**src/rtl/l2_h2_nibble_assembler_pkg.sv**
```systemverilog
// Shared types and helpers for the low-2/high-2 receive-side nibble assembler.
package l2_h2_nibble_assembler_pkg;

    // Assembler state: collecting beats, or a completed word parked in the accumulator.
    typedef enum logic {
        FILL = 1'b0,
        FULL = 1'b1
    } state_e;

    // Width of one extracted field (low lanes plus high lanes).
    function automatic int unsigned field_w(input int unsigned lane_w);
        return 2 * lane_w;
    endfunction

endpackage

```
**src/rtl/l2_h2_field_extract.sv**
```systemverilog
// Pulls the LANE_W lowest and LANE_W highest bits out of a DATA_W word.
// The high lanes land in the upper half of the field; middle bits are dropped.
module l2_h2_field_extract
    import l2_h2_nibble_assembler_pkg::*;
#(
    parameter int unsigned DATA_W = 8,
    parameter int unsigned LANE_W = 2
) (
    input  logic [DATA_W-1:0]           i_a,
    output logic [field_w(LANE_W)-1:0]  o_f
);

    // Lane-by-lane copy, written as loops to mirror the transmit-side extraction.
    always_comb begin
        o_f = '0;
        for (int unsigned i = 0; i < LANE_W; i++) begin
            o_f[i]          = i_a[i];
            o_f[LANE_W + i] = i_a[DATA_W - LANE_W + i];
        end
    end

    // The middle bits are intentionally ignored.
    if (DATA_W > 2 * LANE_W) begin : g_mid
        logic w_unused_mid;
        assign w_unused_mid = ^i_a[DATA_W-LANE_W-1:LANE_W];
    end

endmodule

```
**src/rtl/l2_h2_nibble_assembler.sv**
```systemverilog
// Packs NBEATS extracted fields into one output word with valid/ready on both
// sides. Accumulator plus output register give one beat per cycle while the
// sink keeps out_ready high.
module l2_h2_nibble_assembler
    import l2_h2_nibble_assembler_pkg::*;
#(
    parameter int unsigned DATA_W = 8,
    parameter int unsigned LANE_W = 2,
    parameter int unsigned NBEATS = 2
) (
    input  logic                         clk,
    input  logic                         rst,
    input  logic [DATA_W-1:0]            a,
    input  logic                         in_valid,
    output logic                         in_ready,
    input  logic                         in_last,
    output logic [NBEATS*2*LANE_W-1:0]   c,
    output logic                         out_valid,
    input  logic                         out_ready,
    output logic                         out_partial
);

    localparam int unsigned F_W   = field_w(LANE_W);
    localparam int unsigned OUT_W = NBEATS * F_W;
    localparam int unsigned CNT_W = $clog2(NBEATS);

    state_e             r_state;
    logic [OUT_W-1:0]   r_acc;
    logic               r_acc_partial;
    logic [CNT_W-1:0]   r_cnt;
    logic [OUT_W-1:0]   r_c;
    logic               r_out_valid;
    logic               r_partial;

    logic [F_W-1:0]     w_f;
    logic [OUT_W-1:0]   w_acc_next;
    logic               w_accept;
    logic               w_drain;
    logic               w_last_beat;
    logic               w_complete;
    logic               w_partial;

    l2_h2_field_extract #(
        .DATA_W (DATA_W),
        .LANE_W (LANE_W)
    ) u_extract (
        .i_a (a),
        .o_f (w_f)
    );

    assign in_ready    = rst && (r_state == FILL);
    assign w_accept    = in_valid && in_ready;
    assign w_drain     = r_out_valid && out_ready;
    assign w_last_beat = (r_cnt == CNT_W'(NBEATS - 1));
    assign w_complete  = w_accept && (w_last_beat || in_last);
    assign w_partial   = in_last && !w_last_beat;

    assign c           = r_c;
    assign out_valid   = r_out_valid;
    assign out_partial = r_partial;

    // Accumulator with the incoming field dropped into the slot for this beat.
    always_comb begin
        w_acc_next = r_acc;
        for (int unsigned k = 0; k < NBEATS; k++) begin
            if (r_cnt == CNT_W'(k)) begin
                w_acc_next[k*F_W +: F_W] = w_f;
            end
        end
    end

    // Fill/park state machine driving the accumulator and the output register.
    always_ff @(posedge clk or negedge rst) begin
        if (!rst) begin
            r_state       <= FILL;
            r_acc         <= '0;
            r_acc_partial <= 1'b0;
            r_cnt         <= '0;
            r_c           <= '0;
            r_out_valid   <= 1'b0;
            r_partial     <= 1'b0;
        end else begin
            unique case (r_state)
                FILL: begin
                    if (w_drain) begin
                        r_out_valid <= 1'b0;
                    end
                    if (w_accept) begin
                        if (w_complete) begin
                            r_cnt <= '0;
                            // Output register free (or emptying now): load directly, else park.
                            if (!r_out_valid || w_drain) begin
                                r_c         <= w_acc_next;
                                r_partial   <= w_partial;
                                r_out_valid <= 1'b1;
                                r_acc       <= '0;
                            end else begin
                                r_acc         <= w_acc_next;
                                r_acc_partial <= w_partial;
                                r_state       <= FULL;
                            end
                        end else begin
                            r_acc <= w_acc_next;
                            r_cnt <= r_cnt + CNT_W'(1);
                        end
                    end
                end
                FULL: begin
                    if (w_drain) begin
                        r_c           <= r_acc;
                        r_partial     <= r_acc_partial;
                        r_acc         <= '0;
                        r_acc_partial <= 1'b0;
                        r_state       <= FILL;
                    end
                end
                default: r_state <= FILL;
            endcase
        end
    end

endmodule
```
**config.mk**
```make
export PLATFORM = sky130hd
export DESIGN_NAME = l2_h2_nibble_assembler
export DESIGN_NICKNAME = d
export VERILOG_FILES = /design/src/rtl/l2_h2_nibble_assembler_pkg.sv /design/src/rtl/l2_h2_field_extract.sv /design/src/rtl/l2_h2_nibble_assembler.sv
export SDC_FILE = /design/constraint.sdc
export NUM_CORES = 1
export LEC_CHECK = 0
export CORE_MARGIN = 5
export CORE_UTILIZATION = 56
export DETAILED_ROUTE_END_ITERATION = 12
export GPL_TIMING_DRIVEN = 0
export PLACE_DENSITY = 0.89
export SYNTH_ARGS = -nofsm -noshare
export SYNTH_HDL_FRONTEND = slang
export SYNTH_SLANG_ARGS = --single-unit
```
**constraint.sdc**
```tcl
create_clock -name clk -period 2.83 [get_ports clk]
set_clock_uncertainty 0.1 [all_clocks]
set_input_delay 0.849 -clock clk [delete_from_list [all_inputs] [get_ports clk]]
set_output_delay 0.849 -clock clk [all_outputs]
set_load 0.01 [all_outputs]
```
# == Word level (Yosys, flattened, before mapping) ==
# Cells that the tools add are included.
# op_classes
addsub,1
n_eq_ne,5
n_mux,32
n_bitwise,1
n_reduce_logical,13
# ops
op,count
8-bit 2-to-1 mux,8
8-bit one-hot mux with 2 select lines,2
1-bit 2-to-1 mux,17
4-bit 2-to-1 mux,2
4-bit AND reduction,2
2-bit != test (second input constant),3
1-bit one-hot mux with 2 select lines,3
1-bit logical AND,5
2-bit by 1-bit != test with 1-bit output (second input constant),2
2-bit AND reduction,2
1-bit logical NOT,2
1-bit logical OR,2
1-bit adder (second input constant),1
1-bit inverter,1
# word_totals
reg_bits,21
inputBits,13
out_inout_bits,11
elab_cells,59

# == Longest topological paths before layout ==
# depth
word_depth,7
ltp_mapped,5
ltp_nobuf,3

# == Cells and area by module ==
# A second synthesis with hierarchy kept.
# hier_totals
cells_unflattened,130
area_unflattened_um2,1420.1
# modules_own_cells
mod,instances,cells_per_inst,area_each_um2
l2_h2_nibble_assembler,1,126,1390.1
l2_h2_field_extract,1,4,30.0

# == Worst setup path after synthesis ==
# No wires, ideal clock.
# synth_timing
kind,input -> output
start,input rst
end,output in_ready
arrival_time_ns,1.046
required_time_ns,1.881
setup_slack_ns,0.835
cell_stages,1
n_path_buf,0
path_cell_list,nor2b_1
# synth_between
elab_chain_len,1
# synth_lines
element,line_no,rtl
"start, declared",l2_h2_nibble_assembler.sv:12,"input logic rst,"
1-bit logical AND,l2_h2_nibble_assembler.sv:51,assign in_ready = rst && (r_state == FILL);
"end, declared",l2_h2_nibble_assembler.sv:15,"output logic in_ready,"
# Every way passes these cells.

# == Worst setup path in the final report ==
# Same ends and word-level chain as after synthesis.

==> metrics.cfg <==
[clock_tree]
hold_buffers = 0
clkLatencyLatePin_ps = 310
cts_buffer_depth = 2
cts_htree_levels = 1
cts_resized = 7
cts_sinks = 21
clkTransAtPathRegs_ps = 130
cts_buffers = 3
cts_root_buf = clkbuf_4
post_cts_buffers = 0
cts_tree = done

[critical_path]
cp_max_fo = 28
r2r_slack_ps = 1200
r2r_start = r_state
crit_path_start_kind = primary input
worstRegToRegCells = 4
crit_path_end_kind = output port
critPathArrivalTime_ps = 1800
worstReg2RegEnd = c[5]
path_class = in -> out
crit_required_ps = 1880

[grt]
antenna_found_initial = 0
grt_pass1_vias = 1181
grt_usage = 0.2181
grt_max_degree = 29
grt_overflow = 0
grt_pass1_wl_microns = 5878

[layout]
syn2layout_area_growth_pct = 18.71
most-common-layout-cells = dfrtp_1 (21), clkdlybuf4s50_1 (18), o21ai_0 (12)
drive_gt1_frac = 0.1867
multi_input_area_sq_um = 760.7
fill_cells = 190
seqCellArea_sq_um = 525.5
final_cell_count_no_fill = 178
final_common_cell = dfrtp_1
antenna_cells = 0
fin_nets = 164
finalInstanceArea_sq_um = 1612

[sta]
fin_crit_sh = 0.9700
slew_headroom = 0.6718
final_hold_viol_count = 0
setup_violations = 0
tns_ps = 0
hold_ws_ps = 266.3
setup_slack_ps = 84.84
slew_viol_final = 0
finalCriticalPeriod_ps = 2745
clock.fmax_ghz = 0.3643
worst_pin_slew_ps = 492.3
rsz0062_at_grt = false

[run]
drv_cap = 0

[drt]
vias = 1211
first_pass_iters = 4
wl_per_cell_microns = 19.83
drt-initial-drc-count = 29
vias_per_cell = 6.803
drtAntennaViolNets = 0
wl_microns = 3529
route.detailed.drc = 0

[floorplanning]
top_level_ports = 24
die-area_sq_um = 3509
start_util = 0.6021
die_x_microns = 59.24
die_y_microns = 59.24
rows = 17
core-area_sq_um = 2255

[pwr]
swShare = 0.4001
irDropWorstVdd_v = 0.0005814
power_frac_seq = 0.331
clockPowerShare = 0.101
comb_power_share = 0.568
p_leak_nw = 0.7077
power_density_nw_per_um2 = 943.0
intPower_mw = 0.9117
p_switching_mw = 0.6081

[worst_hold_path]
hold_class = in -> async

[yosys]
synth_warnings = 0
async_flop_share = 1.000
syn_area_sq_um = 1358
synth.top_cells.by_area = dfrtp_1 (39%), and3b_1 (5.8%), o221a_1 (5.8%)
synth_edf_count = 0
synthDistinctLibCells = 38
ys_ff_latch = 21
netlist_instances = 127
synth_nets = 140
synth_ff_type = dfrtp_1
synth_top_cell_area_share = 0.3871
ys_seq_area_frac = 0.3871
synth_top_area_cell = dfrtp_1
syn_area_per_cell_sq_um = 10.69

[placement]
gp_congestion = 0.8779
hpwl_microns = 2515
place_ws_ps = -1074
dp_cells = 174
portBuffers = 19
placed_cell_area_sq_um = 1583

[outcome]
status = finished clean

## metrics by stage
| stage | util | power, mW |
|---|---|---|
| 5_1_grt | 0.7148 | 1.616 |
| 3_3_place_gp | 0.7020 | 1.326 |
| 6_report | 0.7148 | 1.520 |
| 2_1_floorplan | - | 1.090 |
| 4_1_cts | 0.7148 | 1.515 |
| 3_5_place_dp | 0.7020 | 1.363 |
## layout make-up
type	count	share of cell area
multi-input combinational	95	0.4720
tap	28	0.02174
clock inverter	1	0.003106
buffer	9	0.03960
sequential	21	0.3261
inverter	2	0.004658
timing repair buffer	19	0.1188
clock buffer	3	0.01398
## logic make-up after synthesis
group | Yosys count | synth area share
muxes | 8 | 0.07742
and+or+nand+nor | 37 | 0.1991
AOI/OAI and AO/OA | 50 | 0.2839
buffers and inverters | 11 | 0.05254
DFF | 21 | 0.3871
## cells in the mapped netlist, drive strengths merged, types with 3 or more instances
library cell / count
a211oi: 3
a21oi: 5
a22o: 8
and3b: 9
buf: 7
dfrtp: 21
mux2: 8
nor2: 4
nor2b: 3
nor3: 7
o21ai: 13
o221a: 7
o22ai: 8
## worst max-delay path, stage by stage
cell and delay (ps):
buf_6 230, nor2b_1 170, clkdlybuf4s50_1 540
## worst max path at each step
stage	from	to	slack, ps	cells past startpoint
4_1_cts	rst	in_ready	80	3
3_3_place_gp	rst	in_ready	-1040	3
3_5_place_dp	rst	in_ready	-1070	3
6_report	rst	in_ready	80	3
5_1_grt	rst	in_ready	8	3
2_1_floorplan	rst	in_ready	830	1
## registers in the layout (all words and copies together) (netlist names)
| register | cells |
|---|---|
| c | 8 |
| out_partial | 1 |
| out_valid | 1 |
| r_acc | 8 |
| r_acc_partial | 1 |
| r_cnt | 1 |
| r_state | 1 |
## layer usage
metal,share of wire,vias up,global-route usage
met1,0.45,614,0.2967
met4,0.014,0,0.05502
met3,0.050,7,0.02614
met5,0,-,0
met2,0.48,44,0.3651
li1,-,546,-
## power groups by stage
stage	Sequential, mW	Combinational (mW)	Clock, mW
after CTS	0.501	0.860	0.154
after floorplan	0.505	0.585	0
after global routing	0.517	0.930	0.169
after detailed placement	0.506	0.857	0
final	0.504	0.863	0.153
after global placement	0.496	0.829	0
(Power assumes the default switching activity.)
